## src/rtl/lsu_pkg.sv

```systemverilog
// Shared definitions for the data-memory load/store unit.
//   - RV32 funct3 size/sign codes used by loads and stores
//   - FSM state encodings for dmem_lsu
//   - req_is_err: decides whether a request is rejected without a memory access
package lsu_pkg;

    localparam logic [2:0] F3_B  = 3'b000;
    localparam logic [2:0] F3_H  = 3'b001;
    localparam logic [2:0] F3_W  = 3'b010;
    localparam logic [2:0] F3_BU = 3'b100;
    localparam logic [2:0] F3_HU = 3'b101;

    localparam logic [1:0] ST_IDLE   = 2'd0;
    localparam logic [1:0] ST_ACCESS = 2'd1;
    localparam logic [1:0] ST_RESP   = 2'd2;

    // Stores only have B/H/W. Loads additionally have the unsigned B/H forms.
    // Alignment only matters for H and W; funct3[1:0] gives the size for every
    // legal code, and illegal codes are already flagged by bad_f3.
    function automatic logic req_is_err(input logic       we,
                                        input logic [2:0] f3,
                                        input logic [1:0] off);
        logic bad_f3;
        logic misaligned;
        if (we)
            bad_f3 = (f3 > F3_W);
        else
            bad_f3 = !(f3 == F3_B || f3 == F3_H || f3 == F3_W ||
                       f3 == F3_BU || f3 == F3_HU);
        misaligned = ((f3[1:0] == 2'b01) && off[0]) ||
                     ((f3[1:0] == 2'b10) && (off != 2'b00));
        return bad_f3 | misaligned;
    endfunction

endpackage

```

## src/rtl/lsu_load_align.sv

```systemverilog
// Load data alignment and extension (purely combinational).
//   dm_q      in  32  raw memory word
//   addr_lo   in  2   byte offset within the word
//   funct3    in  3   load size/sign code
//   load_data out 32  selected lane(s), sign- or zero-extended
module lsu_load_align
    import lsu_pkg::*;
(
    input  logic [31:0] dm_q,
    input  logic [1:0]  addr_lo,
    input  logic [2:0]  funct3,
    output logic [31:0] load_data
);

    logic [7:0]  lane [4];
    logic [7:0]  byte_sel;
    logic [15:0] half_sel;

    for (genvar gi = 0; gi < 4; gi++) begin : g_lane
        assign lane[gi] = dm_q[gi*8 +: 8];
    end

    assign byte_sel = lane[addr_lo];
    assign half_sel = addr_lo[1] ? dm_q[31:16] : dm_q[15:0];

    always_comb begin
        load_data = '0;
        case (funct3)
            F3_B:    load_data = {{24{byte_sel[7]}}, byte_sel};
            F3_BU:   load_data = {24'd0, byte_sel};
            F3_H:    load_data = {{16{half_sel[15]}}, half_sel};
            F3_HU:   load_data = {16'd0, half_sel};
            F3_W:    load_data = dm_q;
            default: load_data = '0;
        endcase
    end

endmodule

```

## src/rtl/dmem_lsu.sv

```systemverilog
// Load/store unit in front of a byte-enabled data memory whose internal
// read-modify-write runs on a divided clock of unknown phase.
//   clk, rst_n                 clock, synchronous active-low reset
//   req_valid/req_ready        request handshake; one request in flight
//   req_we/req_funct3          store flag and RV32 size/sign code
//   req_addr/req_wdata         byte address and store data
//   resp_valid/resp_rdata/err  one-cycle response pulse with load data
//   dm_rdaddr/dm_wraddr        word address to memory (same value)
//   dm_wren/dm_byteena/dm_data write enable, lane enables, replicated data
//   dm_q                       memory read data
// Memory controls are registered at the handshake and held for the whole
// access window, so the memory sees stable inputs whichever phase its
// divided clock happens to be in.
module dmem_lsu
    import lsu_pkg::*;
#(
    parameter int RD_WAIT = 3,
    parameter int WR_WAIT = 5,
    parameter int AW      = 15
) (
    input  logic          clk,
    input  logic          rst_n,
    input  logic          req_valid,
    output logic          req_ready,
    input  logic          req_we,
    input  logic [2:0]    req_funct3,
    input  logic [31:0]   req_addr,
    input  logic [31:0]   req_wdata,
    output logic          resp_valid,
    output logic [31:0]   resp_rdata,
    output logic          resp_err,
    output logic [AW-1:0] dm_rdaddr,
    output logic [AW-1:0] dm_wraddr,
    output logic          dm_wren,
    output logic [3:0]    dm_byteena,
    output logic [31:0]   dm_data,
    input  logic [31:0]   dm_q
);

    localparam int MAX_WAIT = (RD_WAIT > WR_WAIT) ? RD_WAIT : WR_WAIT;
    localparam int CW       = $clog2(MAX_WAIT + 1);

    logic [1:0]    state_reg;
    logic [CW-1:0] cnt_reg;
    logic          we_reg;
    logic [2:0]    f3_reg;
    logic [1:0]    off_reg;
    logic [AW-1:0] addr_reg;
    logic          wren_reg;
    logic [3:0]    be_reg;
    logic [31:0]   data_reg;
    logic          resp_valid_reg;
    logic          resp_err_reg;
    logic [31:0]   resp_rdata_reg;

    logic          req_fire;
    logic          req_err_next;
    logic [3:0]    be_next;
    logic [31:0]   data_next;
    logic [31:0]   load_data;

    // Upper address bits are deliberately dropped: the word address wraps.
    logic          unused_addr_hi;
    assign unused_addr_hi = ^req_addr[31:AW+2];

    assign req_ready    = (state_reg == ST_IDLE);
    assign req_fire     = req_valid && req_ready;
    assign req_err_next = req_is_err(req_we, req_funct3, req_addr[1:0]);

    // Store lane steering: each byte lane picks the wdata byte that lands on
    // it after replication, and is enabled if the access covers it.
    for (genvar gi = 0; gi < 4; gi++) begin : g_store_lane
        always_comb begin
            data_next[gi*8 +: 8] = req_wdata[gi*8 +: 8];
            be_next[gi]          = 1'b1;
            case (req_funct3[1:0])
                2'b00: begin
                    data_next[gi*8 +: 8] = req_wdata[7:0];
                    be_next[gi]          = (req_addr[1:0] == 2'(gi));
                end
                2'b01: begin
                    data_next[gi*8 +: 8] = req_wdata[(gi%2)*8 +: 8];
                    be_next[gi]          = (req_addr[1] == 1'(gi/2));
                end
                default: ;
            endcase
        end
    end

    lsu_load_align u_load_align (
        .dm_q      (dm_q),
        .addr_lo   (off_reg),
        .funct3    (f3_reg),
        .load_data (load_data)
    );

    always_ff @(posedge clk) begin
        if (!rst_n) begin
            state_reg      <= ST_IDLE;
            cnt_reg        <= '0;
            we_reg         <= 1'b0;
            f3_reg         <= '0;
            off_reg        <= '0;
            addr_reg       <= '0;
            wren_reg       <= 1'b0;
            be_reg         <= '0;
            data_reg       <= '0;
            resp_valid_reg <= 1'b0;
            resp_err_reg   <= 1'b0;
            resp_rdata_reg <= '0;
        end else begin
            case (state_reg)
                ST_IDLE: begin
                    if (req_fire) begin
                        we_reg  <= req_we;
                        f3_reg  <= req_funct3;
                        off_reg <= req_addr[1:0];
                        if (req_err_next) begin
                            // Rejected: answer straight away, memory untouched.
                            state_reg      <= ST_RESP;
                            resp_valid_reg <= 1'b1;
                            resp_err_reg   <= 1'b1;
                            resp_rdata_reg <= '0;
                        end else begin
                            state_reg <= ST_ACCESS;
                            cnt_reg   <= req_we ? CW'(WR_WAIT - 1) : CW'(RD_WAIT - 1);
                            addr_reg  <= req_addr[AW+1:2];
                            wren_reg  <= req_we;
                            be_reg    <= req_we ? be_next : 4'b0000;
                            if (req_we)
                                data_reg <= data_next;
                        end
                    end
                end
                ST_ACCESS: begin
                    if (cnt_reg == '0) begin
                        // Last cycle of the window: dm_q is now valid for loads.
                        state_reg      <= ST_RESP;
                        wren_reg       <= 1'b0;
                        be_reg         <= 4'b0000;
                        resp_valid_reg <= 1'b1;
                        resp_err_reg   <= 1'b0;
                        resp_rdata_reg <= we_reg ? 32'd0 : load_data;
                    end else begin
                        cnt_reg <= cnt_reg - 1'b1;
                    end
                end
                ST_RESP: begin
                    state_reg      <= ST_IDLE;
                    resp_valid_reg <= 1'b0;
                    resp_err_reg   <= 1'b0;
                    resp_rdata_reg <= '0;
                end
                default: begin
                    state_reg      <= ST_IDLE;
                    wren_reg       <= 1'b0;
                    be_reg         <= 4'b0000;
                    resp_valid_reg <= 1'b0;
                    resp_err_reg   <= 1'b0;
                    resp_rdata_reg <= '0;
                end
            endcase
        end
    end

    assign dm_rdaddr  = addr_reg;
    assign dm_wraddr  = addr_reg;
    assign dm_wren    = wren_reg;
    assign dm_byteena = be_reg;
    assign dm_data    = data_reg;
    assign resp_valid = resp_valid_reg;
    assign resp_err   = resp_err_reg;
    assign resp_rdata = resp_rdata_reg;

endmodule

```

## config.mk

```make
export PLATFORM = sky130hd
export DESIGN_NAME = dmem_lsu
export DESIGN_NICKNAME = d
export VERILOG_FILES = /design/src/rtl/lsu_pkg.sv /design/src/rtl/lsu_load_align.sv /design/src/rtl/dmem_lsu.sv
export SDC_FILE = /design/constraint.sdc
export NUM_CORES = 1
export LEC_CHECK = 0
export CORE_MARGIN = 5
export CORE_UTILIZATION = 43
export CTS_BUF_LIST = sky130_fd_sc_hd__clkbuf_4 sky130_fd_sc_hd__clkbuf_8
export DETAILED_ROUTE_END_ITERATION = 10
export GPL_ROUTABILITY_DRIVEN = 0
export HOLD_SLACK_MARGIN = 0.03
export PLACE_DENSITY_LB_ADDON = 0.12
export SYNTH_ARGS = -nofsm -noshare
export SYNTH_HDL_FRONTEND = slang
export SYNTH_SLANG_ARGS = --single-unit
export TNS_END_PERCENT = 100
```

## constraint.sdc

```tcl
create_clock -name clk -period 2.4 [get_ports clk]
set_clock_uncertainty 0.15 [all_clocks]
set_input_delay 0.48 -clock clk [delete_from_list [all_inputs] [get_ports clk]]
set_output_delay 0.48 -clock clk [all_outputs]
set_load 0.01 [all_outputs]
```

==> reports/results.txt <==
Die H: 114 µm
Global-route wire length before repair: 21400 µm
Worst Tran Pin Value: 955 ps
Final min period: 2250 ps
Dpl hpwl: 10200 µm
Vias in the first global route: 4334
Tcrit/Tclk final: 93.8%
Clk slew on worst S/H paths: 100 ps
Worst endpoint required time: 1770 ps
Maximum vdd drop: 0.000272 V
Setup bufs post-CTS: 0
Clk root buf: clkbuf_8
# diodes: 0
Post-route ant nets: 0
Total number of vias: 4202
CTS tree: yes
Remaining Overflow, GRT: 0
Prevailing post-synth register cell: dfxtp_1
Sequential-to-total area share from yosys stat: 42.0%
Fin. Hold Viols: 0
Min Hold Slack: 320 ps
Pins Over Slew Limit: 0
Fin nets: 748
DRC Markers: 0
Clock buffer depth: 2
Area share of the largest cell type after synthesis: 42.0%
Layout fillers: 867
Largest net degree at the start of global routing: 41
Vias per Instance: 5.36
Resized cells post-CTS: 0
Most numerous cell in the Yosys netlist: dfxtp_1
Tot GR Track Use: 20.3%
Syn Inst Count: 458
Core Area: 10400 µm²
CTS Buf Count: 9
Final setup fails: 0
Ys Warns: 0
Max Clk Rate: 444 MHz
Min-Delay Path Class: register to register
Layout cells sized above 1: 14.0%
RSZ-0062 raised after global routing: no
Max cap viols: 0
Post-synth ARST share: 0%
Status: complete, no violations
Pwr dens: 520 nW/µm²
Final wirelength: 13400 µm
WL/cell: 17.1 µm
Initial antenna violation count: 0
Worst slew margin: 36.1%
Worst Setup Path Type: register to output pin
CTS sink count: 97
Area leader, netlist: dfxtp_1
Arr. time, crit path: 1620 ps
Synth cell types: 55
Die X-Extent: 114 µm
Hold Buf Count CTS: 0
Row cnt: 37
Leakage power: 2.57 nW
Die area: 12900 µm²
Synthesized cell area: 4620 µm²
Synth top cells by count: dfxtp_1 (97), nor2_1 (57), mux2i_1 (55)
Syn avg cell area: 10.1 µm²
Nature of the critical path endpoint: output pin
Total power: 0.00358 W
Syn nets: 563
Skew-Pair Late Insertion Delay: 350 ps
Worst setup SP type: register
Largest cells by area after synthesis: dfxtp_1 (42%), mux2i_1 (12%), a211oi_1 (5.4%), nor2_1 (4.6%), o2bb2ai_1 (4.4%)
Port bufs: 189
DR pass1 iterations: 7
Post-synth EDFFs: 0
Initial DRC Count: 241
I/O pin count: 205
H-tree depth: 3
Area grow syn2layout: 49.1%
Register bit total from synthesis: 97
Starting Density: 44.3%
Max Fanout on Critical Path: 10
## routing by layer
| layer | GRT usage, % | wire [µm] |
|---|---|---|
| met1 | 25.0 | 5600 |
| met2 | 34.4 | 6490 |
| met3 | 7.21 | 1180 |
| met4 | 4.17 | 130 |
| met5 | 0 | 0 |
## path summary, 6_finish.rpt
check	cells after the start	start	slack, ps	end
worst max-delay path	2	state_reg[1]$_SDFFE_PN0P_	150	req_ready
worst min-delay path	2	dm_data[31]$_SDFFE_PN0P_	320	dm_data[31]$_SDFFE_PN0P_
worst max register to register	5	state_reg[0]$_SDFFE_PN0P_	320	resp_rdata[3]$_SDFFE_PN0P_
worst min register to register	2	dm_data[31]$_SDFFE_PN0P_	320	dm_data[31]$_SDFFE_PN0P_
## kinds of logic (layout without fill, tap and decap cells)
group / count (synthesis) / after routing / synth area share [%]
flip-flops: 97 / 97 / 42.0
AO/OA/AOI/OAI: 129 / 129 / 24.2
adder cells (fa/ha/maj): 2 / 2 / 0.542
multiplexers: 62 / 62 / 13.6
buffers and inverters: 56 / 246 / 7.34
AND/OR/NAND/NOR: 112 / 112 / 12.3
## layout make-up
cell class,instances,area [µm²],area share [%]
Clock inverter,6,43.8,0.636
Timing Repair Buffer,225,2240,32.5
Clock buffer,10,138,2.00
Sequential cell,97,1940,28.2
Tap cell,136,170,2.47
Inverter,5,18.8,0.273
Multi-Input combinational cell,305,2340,33.9
## critical path, cell delays in order, from the launching register on
cell and delay (ps):
dfxtp_1 440, nor2_1 240, clkdlybuf4s50_1 590
## through the flow
stage	TNS (ps)	util [%]	cells	worst slack, ps	cell area, µm²
after floorplan	0	-	458	443	4620
after global placement	-4300	64.4	768	-108	6710
after detailed placement	-6170	64.4	768	-204	6710
after CTS	0	66.1	784	150	6890
after global routing	0	66.1	784	31.0	6890
final	0	66.1	784	149	6890
## power breakdown
group / switching [W] / internal, W
Clock: 0.000586 / 0.000408
Combinational: 0.000398 / 0.000470
Sequential: 0.0000521 / 0.00167
Total: 0.00104 / 0.00255
## cell usage in the layout, fill, tap and decap left out, types with 3 or more instances in the layout
master / count
o2bb2ai_2: 13
a221oi_1: 9
clkinv_4: 3
o2bb2ai_1: 23
a222oi_1: 7
a21oi_1: 8
nand2b_1: 5
clkbuf_8: 10
mux2_2: 7
o21ai_0: 17
dfxtp_1: 97
clkdlybuf4s50_1: 189
nand2_1: 18
inv_1: 4
nand3_1: 10
a211oi_1: 33
buf_12: 6
buf_4: 30
nor2_1: 57
mux2i_1: 55
Note: power is estimated with default switching activity, not from simulation.
